`config.mk`:
```
export PLATFORM = sky130hd
export DESIGN_NAME = seg_capture
export DESIGN_NICKNAME = d
export VERILOG_FILES = /design/src/rtl/seg_pkg.sv /design/src/rtl/seg_settle.sv /design/src/rtl/seg_capture.sv
export SDC_FILE = /design/constraint.sdc
export NUM_CORES = 1
export LEC_CHECK = 0
export ABC_AREA = 1
export BUFFER_PORTS_ARGS = -buffer_cell sky130_fd_sc_hd__buf_2
export CORE_ASPECT_RATIO = 0.75
export CORE_MARGIN = 1
export CORE_UTILIZATION = 63
export DETAILED_ROUTE_END_ITERATION = 10
export PLACE_DENSITY_LB_ADDON = 0.1
export SYNTH_ARGS = -nofsm -noshare
export SYNTH_HDL_FRONTEND = slang
export SYNTH_SLANG_ARGS = --single-unit
```
`constraint.sdc`:
```
create_clock -name clk_org -period 3.3 [get_ports clk_org]
set_input_delay 0.495 -clock clk_org [delete_from_list [all_inputs] [get_ports clk_org]]
set_output_delay 0.495 -clock clk_org [all_outputs]
set_load 0.01 [all_outputs]
```
`src/rtl/seg_pkg.sv`:
```
// seg_pkg: active-low {g..a} segment patterns, capture FSM states, and seg_decode() returning {legal, code}
package seg_pkg;
  localparam logic [6:0] SEG_0     = 7'h40;
  localparam logic [6:0] SEG_1     = 7'h79;
  localparam logic [6:0] SEG_2     = 7'h24;
  localparam logic [6:0] SEG_3     = 7'h30;
  localparam logic [6:0] SEG_4     = 7'h19;
  localparam logic [6:0] SEG_5     = 7'h12;
  localparam logic [6:0] SEG_6     = 7'h02;
  localparam logic [6:0] SEG_7     = 7'h78;
  localparam logic [6:0] SEG_8     = 7'h00;
  localparam logic [6:0] SEG_9     = 7'h10;
  localparam logic [6:0] SEG_BLANK = 7'h7F;
  typedef enum logic [1:0] {IDLE = 2'd0, SETTLING = 2'd1, CAPTURED = 2'd2} cap_state_t;
  function automatic logic [4:0] seg_decode(input logic [6:0] s);
    case (s)
      SEG_0:     return {1'b1, 4'd0};
      SEG_1:     return {1'b1, 4'd1};
      SEG_2:     return {1'b1, 4'd2};
      SEG_3:     return {1'b1, 4'd3};
      SEG_4:     return {1'b1, 4'd4};
      SEG_5:     return {1'b1, 4'd5};
      SEG_6:     return {1'b1, 4'd6};
      SEG_7:     return {1'b1, 4'd7};
      SEG_8:     return {1'b1, 4'd8};
      SEG_9:     return {1'b1, 4'd9};
      SEG_BLANK: return {1'b1, 4'hF};
      default:   return {1'b0, 4'hF};
    endcase
  endfunction
endpackage

```
`src/rtl/seg_settle.sv`:
```
// seg_settle: registers side/num, waits SETTLE stable cycles on a legal one-hot-low select, then strobes cap once with slot and seg (clk_org, async active-low reset)
module seg_settle import seg_pkg::*; #(
  parameter int SETTLE = 16
) (
  input  logic       clk_org,
  input  logic       reset,
  input  logic [3:0] side,
  input  logic [7:0] num,
  output logic       cap,
  output logic [1:0] slot,
  output logic [7:0] seg
);
  logic [3:0] s_r;
  logic [7:0] n_r;
  logic [7:0] cnt;
  logic       chg, sel_ok;
  cap_state_t state, state_n;
  assign chg     = {side, num} != {s_r, n_r};
  assign sel_ok  = $onehot(~side);
  assign cap     = state == SETTLING && !chg && cnt == 8'(SETTLE - 2);
  assign slot    = {~s_r[3] | ~s_r[2], ~s_r[3] | ~s_r[1]};
  assign seg     = n_r;
  assign state_n = chg ? (sel_ok ? SETTLING : IDLE) : cap ? CAPTURED : state;
  always_ff @(posedge clk_org or negedge reset)
    if (!reset) begin
      s_r   <= 4'hF;
      n_r   <= 8'hFF;
      cnt   <= '0;
      state <= IDLE;
    end else begin
      s_r   <= side;
      n_r   <= num;
      cnt   <= (chg || !sel_ok) ? 8'd0 : (cnt == 8'(SETTLE - 1)) ? cnt : cnt + 8'd1;
      state <= state_n;
    end
endmodule

```
`src/rtl/seg_capture.sv`:
```
// seg_capture: 7-seg scan receiver (clk_org, async active-low reset, side/num scan in, clear) -> d0..d3, dp, valid, err, frame pulse, stale
module seg_capture import seg_pkg::*; #(
  parameter int SETTLE  = 16,
  parameter int TIMEOUT = 1_000_000
) (
  input  logic       clk_org,
  input  logic       reset,
  input  logic [3:0] side,
  input  logic [7:0] num,
  input  logic       clear,
  output logic [3:0] d0,
  output logic [3:0] d1,
  output logic [3:0] d2,
  output logic [3:0] d3,
  output logic [3:0] dp,
  output logic [3:0] valid,
  output logic [3:0] err,
  output logic       frame,
  output logic       stale
);
  localparam int TW = $clog2(TIMEOUT + 1);
  logic            cap;
  logic [1:0]      slot;
  logic [7:0]      seg;
  logic [4:0]      dec;
  logic [3:0][3:0] dig;
  logic [3:0]      seen, seen_n;
  logic [TW-1:0]   idle;
  seg_settle #(.SETTLE(SETTLE)) u_settle (
    .clk_org(clk_org),
    .reset  (reset),
    .side   (side),
    .num    (num),
    .cap    (cap),
    .slot   (slot),
    .seg    (seg)
  );
  assign dec             = seg_decode(seg[6:0]);
  assign seen_n          = seen | (4'b1 << slot);
  assign {d3, d2, d1, d0} = dig;
  assign stale           = idle == TW'(TIMEOUT);
  always_ff @(posedge clk_org or negedge reset)
    if (!reset) begin
      dig   <= {4{4'hF}};
      dp    <= '0;
      valid <= '0;
      err   <= '0;
      seen  <= '0;
      frame <= 1'b0;
      idle  <= '0;
    end else begin
      frame <= 1'b0;
      if (clear) begin
        valid <= '0;
        err   <= '0;
        seen  <= '0;
        idle  <= '0;
      end else if (cap) begin
        if (dec[4]) begin
          dig[slot]   <= dec[3:0];
          dp[slot]    <= !seg[7];
          valid[slot] <= 1'b1;
        end else
          err[slot] <= 1'b1;
        seen  <= (seen_n == 4'hF) ? 4'h0 : seen_n;
        frame <= seen_n == 4'hF;
        idle  <= '0;
      end else
        idle <= stale ? idle : idle + TW'(1);
    end
endmodule

```
==> results of run 1 <==
## final cells by class
type | count | share of cell area [%]
Inverter | 64 | 5.36
Sequential cell | 75 | 42.6
Clock inverter | 2 | 0.223
Timing Repair Buffer | 46 | 5.25
Multi-Input combinational cell | 368 | 40.5
Tap cell | 78 | 2.18
Clock buffer | 14 | 3.85
## logic make-up (layout without fill, tap and decap cells)
family | count (synthesis) | count (layout) | share of synthesized area (%)
AOI/OAI and AO/OA | 33 | 33 | 4.42
xor gates and xnor gates | 17 | 17 | 3.71
adders and majority gates | 8 | 8 | 2.68
buffers and inverters | 70 | 126 | 7.20
DFF | 75 | 75 | 47.6
and+or+nand+nor | 310 | 310 | 34.4
## critical path: stages (launching register included)
cell and delay (ps):
dfrtp_1 400, inv_1 90, ha_1 150, nand3_1 100, nor4_1 340, buf_2 190
## worst max-delay path by stage
stage,slack [ps],to,startpoint,cells past startpoint
detailed placement,840,u_settle.cnt[5],side[1],8
finish,1190,stale,idle[0],5
CTS,1170,stale,idle[0],5
global placement,930,u_settle.cnt[3],side[1],8
global route,1040,stale,idle[0],5
floorplan,1200,u_settle.cnt[3],side[0],7
## layer usage
metal | share of wire [%] | GRT usage (%) | wire length (um) | vias to the layer above
met3 | 6.9 | 7.96 | 599 | 11
met1 | 44 | 37.5 | 3860 | 1624
met4 | 1.1 | 11.1 | 93 | 0
li1 | - | - | - | 1738
met5 | 0 | 0 | 0 | -
met2 | 48 | 47.9 | 4150 | 117
## synth_stat cells
cell type  instances
nand2_1          145
nand4_2            1
a21oi_1            8
nand4_1           13
nor2_1            67
or2_1              1
nand2_4            2
nand3_2            1
a31oi_1            1
dfstp_2           28
clkbuf_1           1
nor4_1             3
nor2_4             1
nand2_2            2
inv_2              6
o22ai_1            1
xor2_1            11
o31ai_1            1
nor2_2             6
o21a_1             1
xnor2_1            6
nor3b_1            2
nand3_1           49
fa_1               1
nand3b_1           2
ha_1               7
o21ai_1            6
a211oi_1           2
nor3_4             2
buf_4              3
nor3_1            13
dfrtp_1           47
inv_1             58
o21ai_0           13
buf_6              2
## stage by stage
| stage | hold slack (ps) | instances | worst slack (ps) | area (um^2) |
|---|---|---|---|---|
| global placement | 452 | 631 | 935 | 4300 |
| detailed placement | 454 | 631 | 837 | 4300 |
| global route | 239 | 647 | 1040 | 4480 |
| floorplan | 199 | 513 | 1200 | 4020 |
| finish | 240 | 647 | 1190 | 4480 |
| CTS | 242 | 647 | 1170 | 4480 |
## flip-flops by register name (all words and copies together) (netlist names)
register / count
idle: 20
u_settle.cnt: 8
u_settle.seg: 8
d0: 4
d1: 4
d2: 4
d3: 4
dp: 4
err: 4
seen: 4
u_settle.s_r: 4
valid: 4
u_settle.state: 2
frame: 1
## power groups by stage
stage | clock network (mW) | registers [mW] | logic, mW
global placement | 0 | 0.986 | 0.163
detailed placement | 0 | 0.986 | 0.170
floorplan | 0 | 0.988 | 0.0998
global route | 0.709 | 0.974 | 0.195
CTS | 0.674 | 0.970 | 0.170
finish | 0.656 | 0.970 | 0.169
==> results.md, run 1 <==
- Via Count: 3490
- TritonCTS Sinks: 75
- Die height: 71.1 um
- Maximum clock insertion buffer count: 2
- Layout Skew: 12.0 ps
- Arrival @ worst endpoint: 1620 ps
- Mapped Area: 4020 um^2
- Buffers on Ports: 44
- Max-cap violations: 0
- Reg2reg start: u_settle.s_r[3]
- Die width: 94.2 um
- Status: completed
- Ports: 45
- Syn_nets: 536
- Post-synth top area cell: dfrtp_1
- Critical path class: flip-flop to primary output
- # resized after CTS: 0
- Root Buffer: clkbuf_8
- Tot GR Track Use: 29.4%
- Final ANT Viol Nets: 0
- Maximum fanout along the worst path: 3
- RSZ-0062 raised after global routing: no
- Flip-flop and latch area: 1910 um^2
- Most frequent cells in the layout: nand2_1 (145), nor2_1 (67), inv_1 (58)
- Critical Path RT: 2800 ps
- Nets: 587
- Min cycle time layout: 2110 ps
- Clock Power Share: 36.5%
- CP endpoint kind: primary output
- Vias in the first global route: 3464
- Final hold violation count: 0
- Routed wire length: 8.71 mm
- Layout cell share with drive strength beyond 1: 19.2%
- Full die area: 6700 um^2
- Worst slew pin tran: 831 ps
- Clock Latency Late Sink: 350 ps
- Most common cell after layout, fill and taps aside: nand2_1
- Post-CTS Hold Buffers: 0
- Period utilization: 64.1%
- Max Fclk: 0.473 GHz
- Min-delay worst type: input port to async pin
- # diodes: 0
- Sequential Power Share: 54.1%
- Switching Fraction: 25.4%
- Initial DRC Count: 209
- P_leak: 2.26 nW
- Tot Pwr: 1.80 mW
- Core Rows: 24
- Vias per inst: 5.39
- Core Footprint: 5980 um^2
- Final core occ: 75.0%
- Post-synthesis average cell area: 7.83 um^2
- Reg2Reg Depth: 11
- Area Growth Syn to Fin: 11.6%
- DRT Pass-1 Iters: 5
- Hpwl dp: 6.27 mm
- RR Endpoint: err[0]
- Final setup viols: 0
- Pwr/cell area: 400 nW/um^2
- Pin count of the biggest net entering global routing: 37
- Max Slew Vio Count: 0
- Cell variety after synth: 35
- First-pass GRT wire length: 15.2 mm
- Yosys warns: 0
- Sw power: 0.456 mW
- Area occupied by multi-input gates: 1820 um^2
- P_int: 1.34 mW
- Drt drc: 0
- Total Neg Setup Slack: 0 ps
- Fill cell count: 495
- CTS tree: built
- Mapped Cells: 513
- CTS buffer count: 9
- Register area share after synthesis: 47.6%
- Initial antenna violation count: 0
- R2R setup slack: 1280 ps
- Yosys top cell area share: 29.3%
- Number of synthesized register bits: 75
- Setup Fix Bufs, Post-CTS: 0
- Slew headroom: 44.6%
- Clock-pin slew on the worst setup and hold paths: 80 ps
- GP Congestion: 0.862
- H-tree Lvls: 3
- CP Launch Type: flip-flop
- Power share of the combinational group: 9.4%
- Worst VDD drop: 272 uV
- Initial Utilization: 67.2%
- Synth top area cells: dfrtp_1 (29%), dfstp_2 (18%), nand2_1 (14%)
- Gr ovfl total: 0
- Routed len/inst: 13.5 um
Power figures use the tool's default switching activity.
==> inputs of run 2 (changes only) <==
Settings changed: ABC_AREA 1 to 0, CORE_UTILIZATION 63 to 58.
Clock period 3.3 ns to 2 ns, I/O delays scaled along.
==> results.md, run 2 <==
- CTS tree: built
- Min-delay worst type: input port to flip-flop
- Core Footprint: 5950 um^2 (-0.50%)
- Synth Flop Type: dfrtp_1
- Final ANT Viol Nets: 0 (unchanged)
- Final hold violation count: 0 (unchanged)
- Hold WS: 50.9 ps (-189 ps)
- Vias in the first global route: 2843 (-18%)
- Routed len/inst: 16.3 um (+21%)
- # diodes: 0 (unchanged)
- Pwr/cell area: 617 nW/um^2 (+54%)
- Initial Utilization: 61.3% (-5.9 points)
- Post-synth EDFFs: 0 (unchanged)
- Clock-pin slew on the worst setup and hold paths: 90 ps (about the same)
- Syn_nets: 358 (-33%)
- Area Growth Syn to Fin: 32.2%
- Slowest Stage Delay on Critical Path: 610 ps (+210 ps)
- Initial antenna violation count: 0 (unchanged)
- Buf/Inv on CP: 0 (-2)
- Ports: 45 (unchanged)
- Period utilization: 125%
- First-pass GRT wire length: 13.3 mm (-12%)
- Tot Pwr: 2.97 mW (+66%)
- Post-synthesis average cell area: 10.9 um^2 (+39%)
- TritonCTS Sinks: 75 (unchanged)
- H-tree Lvls: 3 (unchanged)
- CP max-delay cell: or4_4
- Synth top area cells: dfrtp_1 (32%), dfstp_2 (20%), xnor2_1 (4.8%)
- Delay-heaviest family, CP: simple AND/OR/NAND/NOR gates
- Buffers on Ports: 44 (unchanged)
- Worst VDD drop: 519 uV (+91%)
- Max Fclk: 0.400 GHz
- Status: finished with violations
- CP endpoint kind: flip-flop
- Routed wire length: 8.47 mm (-2.7%)
- Final core occ: 81.1% (+6.1 points)
- Most common cell after layout, fill and taps aside: buf_4
- Drt drc: 0 (unchanged)
- CTS buffer count: 9 (unchanged)
- Final Cell Area: 4820 um^2 (+7.5%)
- Number of synthesized register bits: 75 (unchanged)
- Arrival @ worst endpoint: 2790 ps (+1170 ps)
- P_leak: 2.24 nW (-0.93%)
- Clock Latency Late Sink: 360 ps (about the same)
- Critical path class: flip-flop to flip-flop
- Vias per inst: 5.55 (+2.8%)
- DRT Pass-1 Iters: 4 (-1)
- Mapped Cells: 335 (-35%)
- HP Start: num[1]
- Count leader, synth: dfrtp_1
- Yosys top cell area share: 32.2% (+3.0 points)
- Layout cell share with drive strength beyond 1: 45.2% (+26 points)
- Tot GR Track Use: 26.5% (-2.9 points)
- Maximum fanout along the worst path: 5 (+2)
- Full die area: 6610 um^2 (-1.3%)
- Nets: 460 (-22%)
- GP Congestion: 0.816 (-5.3%)
- Total Neg Setup Slack: -10850 ps (-10850 ps)
- Worst slew pin tran: 827 ps (-4.13 ps)
- Yosys warns: 0 (unchanged)
- Non-Filler Instances: 520 (-20%)
- Failing checks: setup timing
- Core Rows: 24 (unchanged)
- Min cycle time layout: 2500 ps
- Worst Setup SP: u_settle.seg[0]
- Top reg by flops: idle
- Critical Path, Cell by Cell: xnor2_2 > nand4_1 > or4_4 > or4b_4 > mux2_4
- Worst setup margin: -500 ps (-1680 ps)
- Cell variety after synth: 53 (+51%)
- Maximum clock insertion buffer count: 2 (unchanged)
- Via Count: 2884 (-17%)
- Flip-flop count of the largest register after layout: 20 (unchanged)
- Most frequent cells in the layout: buf_4 (51), dfrtp_1 (47), buf_2 (44)
- Hpwl dp: 5.57 mm (-11%)
- Die height: 70.7 um (-0.66%)
- Reg2reg start: u_settle.seg[0]
- Gr ovfl total: 0 (unchanged)
- Post-synth top area cell: dfrtp_1
- Layout Skew: 13.4 ps (+1.40 ps)
- Post-Place Setup Slack: -592 ps (-1430 ps)
- RSZ-0062 raised after global routing: yes
- Pin count of the biggest net entering global routing: 76 (+110%)
- Max-cap violations: 0 (unchanged)
- Register area share after synthesis: 52.4% (+4.8 points)
- Synth cell count leaders: dfrtp_1 (47), nor2_1 (40), dfstp_2 (28)
- Final setup viols: 25 (+25)
- Die width: 93.6 um (-0.67%)
- Mapped Area: 3650 um^2 (-9.2%)
- Placed cell count: 498 (-21%)
- Max Slew Vio Count: 0 (unchanged)
- Slew headroom: 44.1% (-0.45 points)
- Post-synth ARST share: 100% (unchanged)
- Post-Place Cell Area: 4340 um^2 (+0.99%)
- CP Launch Type: flip-flop
- Root Buffer: clkbuf_8
- Critical Path RT: 2290 ps (-510 ps)
- Initial DRC Count: 105 (-50%)
-- run 2: changes by cell type after synthesis, sizes merged, moves of 6 or more --
cell	change
nand3	-36
xnor2	+14
inv	-47
and3	+6
nand2	-134
nor2b	+7
mux2	+16
o21ai	-13
nor2	-34
nor3	-7
-- run 2: routing by layer --
metal | share of wire, % | GRT usage [%] | wire, um | up-vias
met5 | 0 | 0 | 0 | -
met4 | 1.8 | 7.69 | 151 | 0
met3 | 5.2 | 8.60 | 444 | 12
met2 | 48 | 41.6 | 4030 | 68
met1 | 45 | 35.6 | 3840 | 1425
li1 | - | - | - | 1379
-- run 2: final timing paths --
path                                        end  slack [ps]  cells after the start
worst min-delay path            u_settle.seg[1]          50                      1
worst max register to register            d3[3]        -500                      5
min in group asynchronous                err[3]         500                      3
max in group asynchronous                 d0[2]        1180                      3
worst min register to register           err[3]         520                      2
worst max-delay path                      d3[3]        -500                      5
-- run 2: cells by family (layout without fill, tap and decap cells) --
logic type	after synthesis	count (layout)	synth area share, %
buf+inv	31	138	3.91
xor+xnor	36	36	8.64
compound gates	34	34	5.87
mux	21	21	6.52
flops	75	75	52.4
simple gates	130	130	19.7
fa+ha+maj	8	8	2.95
-- run 2: repair_timing --
item	4_1_cts	5_1_grt
buffers inserted	2	1
gates cloned	0	3
resized for setup	12	40
endpoints found under the setup margin	24	49
hold endpoints to repair	47	0
pin swaps	8	19
hold buffers	1	0
-- run 2: cell type report --
| class | instances | area [um^2] |
|---|---|---|
| Tap cell | 78 | 97.6 |
| Clock buffer | 9 | 124 |
| Sequential cell | 75 | 1910 |
| Inverter | 17 | 63.8 |
| Timing Repair Buffer | 105 | 759 |
| Multi-Input combinational cell | 229 | 1800 |
| Fill cell | 346 | 1120 |
| Clock inverter | 7 | 63.8 |
-- run 2: report_power, final --
part	switching (mW)	leakage, nW	internal [mW]
registers	0.0205	0.924	1.55
clock network	0.651	0.0990	0.484
logic	0.147	1.22	0.123
